## config.mk

```make
export PLATFORM = sky130hd
export DESIGN_NAME = miner_round_sched
export DESIGN_NICKNAME = d
export VERILOG_FILES = /design/src/rtl/miner_round_sched.sv
export SDC_FILE = /design/constraint.sdc
export NUM_CORES = 1
export LEC_CHECK = 0
export CORE_MARGIN = 2
export CORE_UTILIZATION = 45
export DETAILED_ROUTE_END_ITERATION = 8
export PLACE_DENSITY = 0.84
export SYNTH_ARGS = -nofsm -noshare
export SYNTH_HDL_FRONTEND = slang
export SYNTH_SLANG_ARGS = --single-unit
```

## constraint.sdc

```tcl
create_clock -name clk -period 2.1 [get_ports clk]
set_input_delay 0.21 -clock clk [delete_from_list [all_inputs] [get_ports clk]]
set_output_delay 0.21 -clock clk [all_outputs]
set_load 0.005 [all_outputs]
```

## src/rtl/miner_round_sched.sv

```systemverilog
// Round/pass sequencer for one double-SHA-256 mining core: walks each nonce through
// two compression passes and a target compare, iterating over a host-given nonce range.
module miner_round_sched #(
    parameter int ROUNDS  = 64,
    parameter int NONCE_W = 32
) (
    input  logic               clk,
    input  logic               rst_n,
    input  logic               start,
    input  logic               abort,
    input  logic [NONCE_W-1:0] nonce_start,
    input  logic [NONCE_W-1:0] nonce_end,
    input  logic               cmp_valid,
    input  logic               cmp_hit,
    output logic               ld_state,
    output logic               rnd_en,
    output logic [5:0]         rnd_idx,
    output logic               pass,
    output logic               w_msg_sel,
    output logic               add_en,
    output logic               cmp_req,
    output logic [NONCE_W-1:0] nonce,
    output logic               busy,
    output logic               done,
    output logic               found,
    output logic [NONCE_W-1:0] found_nonce
);

    typedef enum logic [2:0] {IDLE, LOAD, ROUND, ADD, CHECK, DONE} state_t;

    localparam logic [5:0] LAST_RND = 6'(ROUNDS - 1);

    state_t             state;
    logic [6:0]         cnt;
    logic [NONCE_W-1:0] nonce_last;

    assign pass    = cnt[6];
    assign rnd_idx = cnt[5:0];

    // Every output is a registered decode of the state being entered, so each
    // transition below also sets the strobes for the following cycle.
    always_ff @(posedge clk or negedge rst_n) begin
        if (!rst_n) begin
            state       <= IDLE;
            cnt         <= '0;
            nonce_last  <= '0;
            nonce       <= '0;
            found       <= 1'b0;
            found_nonce <= '0;
            ld_state    <= 1'b0;
            rnd_en      <= 1'b0;
            w_msg_sel   <= 1'b0;
            add_en      <= 1'b0;
            cmp_req     <= 1'b0;
            busy        <= 1'b0;
            done        <= 1'b0;
        end else begin
            // NOTE: strobe defaults first; a later non-blocking assignment in the
            // same pass overrides them, so each branch names only what it raises.
            ld_state  <= 1'b0;
            rnd_en    <= 1'b0;
            w_msg_sel <= 1'b0;
            add_en    <= 1'b0;
            cmp_req   <= 1'b0;
            done      <= 1'b0;

            if (abort && state != IDLE) begin
                state <= IDLE;
                busy  <= 1'b0;
            end else begin
                unique case (state)
                    IDLE: begin
                        if (start) begin
                            nonce_last <= nonce_end;
                            nonce      <= nonce_start;
                            found      <= 1'b0;
                            cnt        <= 7'd0;
                            ld_state   <= 1'b1;
                            busy       <= 1'b1;
                            state      <= LOAD;
                        end
                    end
                    LOAD: begin
                        rnd_en    <= 1'b1;
                        w_msg_sel <= 1'b1;
                        state     <= ROUND;
                    end
                    ROUND: begin
                        // The last round holds cnt so pass still names the finishing pass in ADD.
                        if (rnd_idx == LAST_RND) begin
                            add_en <= 1'b1;
                            state  <= ADD;
                        end else begin
                            cnt       <= cnt + 7'd1;
                            rnd_en    <= 1'b1;
                            w_msg_sel <= (rnd_idx < 6'd15);
                        end
                    end
                    ADD: begin
                        if (!pass) begin
                            cnt      <= 7'd64;
                            ld_state <= 1'b1;
                            state    <= LOAD;
                        end else begin
                            cmp_req <= 1'b1;
                            state   <= CHECK;
                        end
                    end
                    CHECK: begin
                        if (!cmp_valid) begin
                            cmp_req <= 1'b1;
                        end else if (cmp_hit) begin
                            found       <= 1'b1;
                            found_nonce <= nonce;
                            done        <= 1'b1;
                            state       <= DONE;
                        end else if (nonce == nonce_last) begin
                            done  <= 1'b1;
                            state <= DONE;
                        end else begin
                            // Plain increment: a range with end below start wraps through zero.
                            nonce    <= nonce + NONCE_W'(1);
                            cnt      <= 7'd0;
                            ld_state <= 1'b1;
                            state    <= LOAD;
                        end
                    end
                    DONE: begin
                        busy  <= 1'b0;
                        state <= IDLE;
                    end
                    default: begin
                        busy  <= 1'b0;
                        state <= IDLE;
                    end
                endcase
            end
        end
    end

endmodule

```

# Yosys cells after proc, flatten, opt, wreduce, memory -nomap -nowiden
# Index checks and enable logic that the tools add are counted.
# W data, S select, Z words.
[totals]
ff_bits = 114
input_bits = 70
out_inout_bits = 79
word_cells = 101
[op_classes]
add_sub_neg = 2
n_lt_le_gt_ge = 1
n_eq_ne = 17
n_mux = 52
bitwise_logic = 1
reduce_logical = 14
[op_table]
columns = ["cell", "n"]
rows = [
  ["$mux W32", 4],
  ["$pmux W32 S2", 1],
  ["$mux W7", 5],
  ["$add A32 B1 Y32 const B", 1],
  ["$eq A32 B32 Y1", 1],
  ["$pmux W7 S4", 1],
  ["$mux W1", 26],
  ["$mux W3", 7],
  ["$pmux W3 S5", 1],
  ["$ne A2 B2 Y1 const B", 7],
  ["$pmux W1 S2", 5],
  ["$ne A3 B3 Y1 const B", 3],
  ["$reduce_and A8 Y1", 1],
  ["$add A7 B1 Y7 const B", 1],
  ["$reduce_and A7 Y1", 1],
  ["$eq A3 B2 Y1 const B", 2],
  ["$eq A6 B6 Y1 const B", 1],
  ["$lt A6 B4 Y1 const B", 1],
  ["$mux W6", 1],
  ["$reduce_and A3 Y1", 2],
  ["$reduce_and A6 Y1", 1],
  ["$reduce_and A5 Y1", 1],
  ["$reduce_and A4 Y1", 1],
  ["$reduce_bool A4 Y1", 1],
  ["other kinds (11)", 11],
]

# Depth between registers and ports, before layout
[logic_depth]
depth_word = 6
ltp_mapped = 9
depth_no_buf = 7

# Worst setup path after synthesis
# No wires, ideal clock.
[synth_timing]
path_type = "reg2reg"
from = "register nonce[0]"
to = "register nonce[24]"
setup_time_ps = 120
t_arrival_ps = 1889
required_ps = 1980
path_slack_ps = 92
path_stages_with_launch = 8
n_path_buf = 0
period_less_slack_ps = 2008
path_cell_list = "dfrtp_1 ha_1 and4_1 nand2b_1 nor4b_4 a21oi_1 a41o_1 a31o_1"
[synth_between]
elab_chain_len = 5
word_cells_on_any_way = 8
cone_classes = "1 x add/sub; 2 x eq/ne; 4 x mux; 1 x reduce/logical"
[synth_lines]
columns = ["item", "line", "text"]
rows = [
  ["from (decl)", "22", "output logic [NONCE_W-1:0] nonce,"],
  ["from (signal assigned)", "75", "nonce <= nonce_start;"],
  ["from (signal assigned)", "122", "nonce <= nonce + NONCE_W'(1);"],
  ["$add A32 B1 Y32", "122", ""],
  ["$mux W32", "117", "end else if (nonce == nonce_last) begin"],
  ["$mux W32", "112", "end else if (cmp_hit) begin"],
  ["$mux W32", "110", "if (!cmp_valid) begin"],
  ["$pmux W32 S2", "71", "unique case (state)"],
]
# Several ways; a longest one is shown, not always the timed one. The select of a mux whose other input is x is not followed.
# A chain may end at the register's enable or synchronous reset.

# Worst setup path in the final report
[layout_timing]
from = "register nonce[5]"
to = "register nonce[27]"
# The elaborated chain is that of the path after synthesis.

==> results.toml <==
[outcome]
outcome = "finished, violations left"
violations = "negative setup slack"

[layout]
antenna_cells_inserted = 0
drive_above_1_share_pct = 25.2
finalCoreUtilization_pct = 70.8
area_of_all_placed_cells_without_fillers_sq_um = 8970
fin_nets = 893
syn2layout_area_growth_pct = 53.3

[synth]
synthArstFlopShare_pct = 100
yosys_cell_types = 75
yosys_most_used_dff = "dfrtp_1"
synth_fp_nets = 667
synth_register_bits = 114
synth_enable_flop_cells = 0
postSynthAreaPerCell_sq_um = 9.84
syn-cell-area_sq_um = 5850
yosysSeqAreaShare_pct = 48.7
synthCells = 595
count_of_yosys_warnings_during_synthesis = 0

[cts]
cts_num_sinks = 114
tritoncts.num_buffers = 17
clk-insertion-delay-late_ns = 0.43
cts-htree-levels = 4
clk_root_buffer_cell = "clkbuf_16"
tritoncts = "built"
bufs_on_longest_clock_path = 2
clk_pin_slew_ns = 0.06

[placed_design]
detailed_place_hpwl_mm = 14.0
buffer_ports.inserted = 148
post_dp_cell_area_sq_um = 8060
gpl.final_weighted_congestion = 0.900

[drt]
via_count_of_the_routed_design = 5830
post_drt_via_cell_ratio = 5.80
route.antenna.remaining_nets = 0
drt-initial-drc-count = 531
wl_mm = 20.1
drc = 0
post_drt_wl_per_cell_um = 20.0
drt_pre_antenna_iters = 5

[setup_path]
critical-path-slowest-cell = "dfrtp_2"
crit_required_ns = 2.38
r2r-end = "nonce[27]"
cp-endpoint = "nonce[27]"
r2r-start = "nonce[5]"
worstSetupEndpointType = "flip-flop"
setup.reg_to_reg.worst_slack_ns = -0.06
critical-path-max-stage-delay_ns = 0.44
crit_path_start_kind = "flip-flop"
timing.critical_path.arrival_ns = 2.44
critical_path.startpoint = "nonce[5]"
timing.critical_path.fanout_max = 8
crit_chain = "buf_6 -> nand4_1 -> or3_4 -> nor3_4 -> nand3_2 -> o32ai_2 -> a22oi_1"
setup.worst_path.class = "reg -> reg"
worst_r2r_path_cells = 7

[sta]
final-setup-viol-count = 3
final_critical_path_share_of_the_clock_period_pct = 103
worst-slew-pin-transition_ns = 0.448
timing.final.max_slew_violations = 0
finalCriticalPeriod_ns = 2.16
unrepaired_setup_endpoints_after_global_routing = "yes"
worst_slack_ns = -0.0566
achievable-frequency_ghz = 0.464
clock-skew-final_ns = 0.00959
timing_hold_violations_final = 0
slew-limit-headroom_pct = 70.1

[floorplan]
coreArea_sq_um = 12700
die_area_sq_um = 13900
start_util_pct = 46.2
ios = 149
placement_rows = 41
die_height_um = 118
die_width_um = 118

[global_routing]
first_global_vias = 5647
grt_max_degree = 46
grt_antenna_before_repair = 0
grt_usage_pct = 28.3
grt.overflow.total = 0
first_pass_grt_wire_length_mm = 30.5

[worst_hold_path]
worst_hold_path_type = "in -> async"

[power_and_ir_drop]
power_density_nw_per_um2 = 1340
power.static_leakage_nw = 4.01
peakVddDrop_uv = 693

[job]
drv.max_cap_violation_count = 0
==> where the power goes <==
part           leakage (nW)  switching, mW  internal, mW
logic                  2.29           2.69          2.76
clock network         0.273           1.06          1.89
registers              1.45          0.674          2.93
==> flip-flops by register name, summed over array words and instances, names as in the netlist, 3 cells and up <==
signal	cells
nonce_last	32
found_nonce	32
cnt	7
state	3
nonce	32
==> area by class of cell <==
cell class                 instances  area [sq um]
clock buffer                      19           443
clock inverter                    13           161
fill                             919          3700
inverter                           3          11.3
multi-input combinational        439          3000
sequential                       114          2850
tap                              172           215
timing repair buffer             246          2290
==> worst min-delay path by stage <==
stage                      from         endpoint  slack [ns]
after floorplan           rst_n           add_en       -0.09
after global placement    rst_n  found_nonce[11]        0.14
after detailed placement  rst_n  found_nonce[11]        0.14
after CTS                 rst_n         nonce[8]        0.23
after global routing      rst_n         nonce[5]        0.28
final                     rst_n         nonce[5]        0.23
==> Yosys cell counts, types with 3 or more instances <==
cell      number  share of area, %
a211o_1        3              0.45
a21oi_1       23               2.0
a22oi_1        4              0.51
a311oi_1       5              0.75
a31oi_1        5              0.53
a32o_1         7               1.2
and2_1         3              0.32
and3_1         6              0.64
and4_1         3              0.45
buf_2         14               1.2
buf_4          5              0.64
clkbuf_1      16               1.0
dfrtp_1      114                49
inv_1          3              0.19
mux2_2        32               6.2
nand2_1      126               8.1
nand2b_1       3              0.32
nand3_1       18               1.5
nand4_1       17               1.8
nor2_1        35               2.2
nor2_2         3              0.32
nor2b_1        4              0.43
nor3_1         9              0.77
nor3b_1        4              0.51
o21ai_0       15               1.3
o22ai_1        8              0.85
o31ai_1        5              0.64
or2_1          3              0.32
or2_2          5              0.53
or3_1          4              0.43
xnor2_1       32               4.8
==> critical path, delay by kind of cell, from the launching register on <==
family                 cells  cell delay (ns)
AOI/OAI and AO/OA          2             0.44
buffers and inverters      1             0.17
and+or+nand+nor            4             0.97
DFF                        1             0.44
==> metal layers <==
| layer | track usage [%] | wire, um |
|---|---|---|
| met1 | 36.3 | 7970 |
| met2 | 45.5 | 9910 |
| met3 | 6.20 | 1580 |
| met4 | 13.3 | 680 |
| met5 | 0 | 0 |
==> stage by stage <==
stage	setup TNS, ns	setup slack [ns]	std cells	hold slack (ns)	power (mW)
6_report	-0.0875	-0.0566	1006	0.234	12.0
5_1_grt	-2.02	-0.147	1006	0.283	12.5
4_1_cts	-0.0751	-0.0272	996	0.232	11.6
3_5_place_dp	-2.13	-0.184	963	0.140	8.52
3_3_place_gp	-1.01	-0.132	963	0.139	8.36
2_1_floorplan	0	0.0915	595	-0.0856	5.89
==> logic make-up after synthesis <==
logic type / count (synthesis) / synth area share, %
DFF: 114 / 48.7
and+or+nand+nor: 261 / 22.5
adders and majority gates: 2 / 0.427
xor gates and xnor gates: 32 / 4.79
AOI/OAI and AO/OA: 110 / 13.5
buffers and inverters: 42 / 3.57
muxes: 34 / 6.50
==> cells in the final DEF (no fill, tap or decap), types with 3 or more instances in the layout <==
master and count:
or2_2 5, and2_1 3, a21oi_1 23, dfrtp_1 113
nor2_1 35, buf_12 4, nor3_1 7, o22ai_1 6
a32o_1 7, clkinvlp_4 7, a22oi_1 4, xnor2_1 30
o21ai_2 3, and3_1 6, nor3b_1 3, a211o_1 3
buf_4 85, or2_1 3, nor2b_1 4, clkbuf_16 17
buf_6 6, a31oi_1 5, mux2_2 32, nand3_1 17
bufinv_16 3, a311oi_2 4, o31ai_1 4, inv_1 3
nand4_1 17, o21ai_0 12, clkdlybuf4s50_1 147, nand2_1 126
==> repair_timing <==
item / in CTS / in global routing
pin swaps: 4 / 19
setup buffers: 0 / 8
endpoints found under the setup margin: 16 / 37
hold endpoints to repair: 23 / 0
hold buffers: 1 / 0
cloned: 0 / 2
resized for setup: 8 / 38
(Power assumes the default switching activity.)
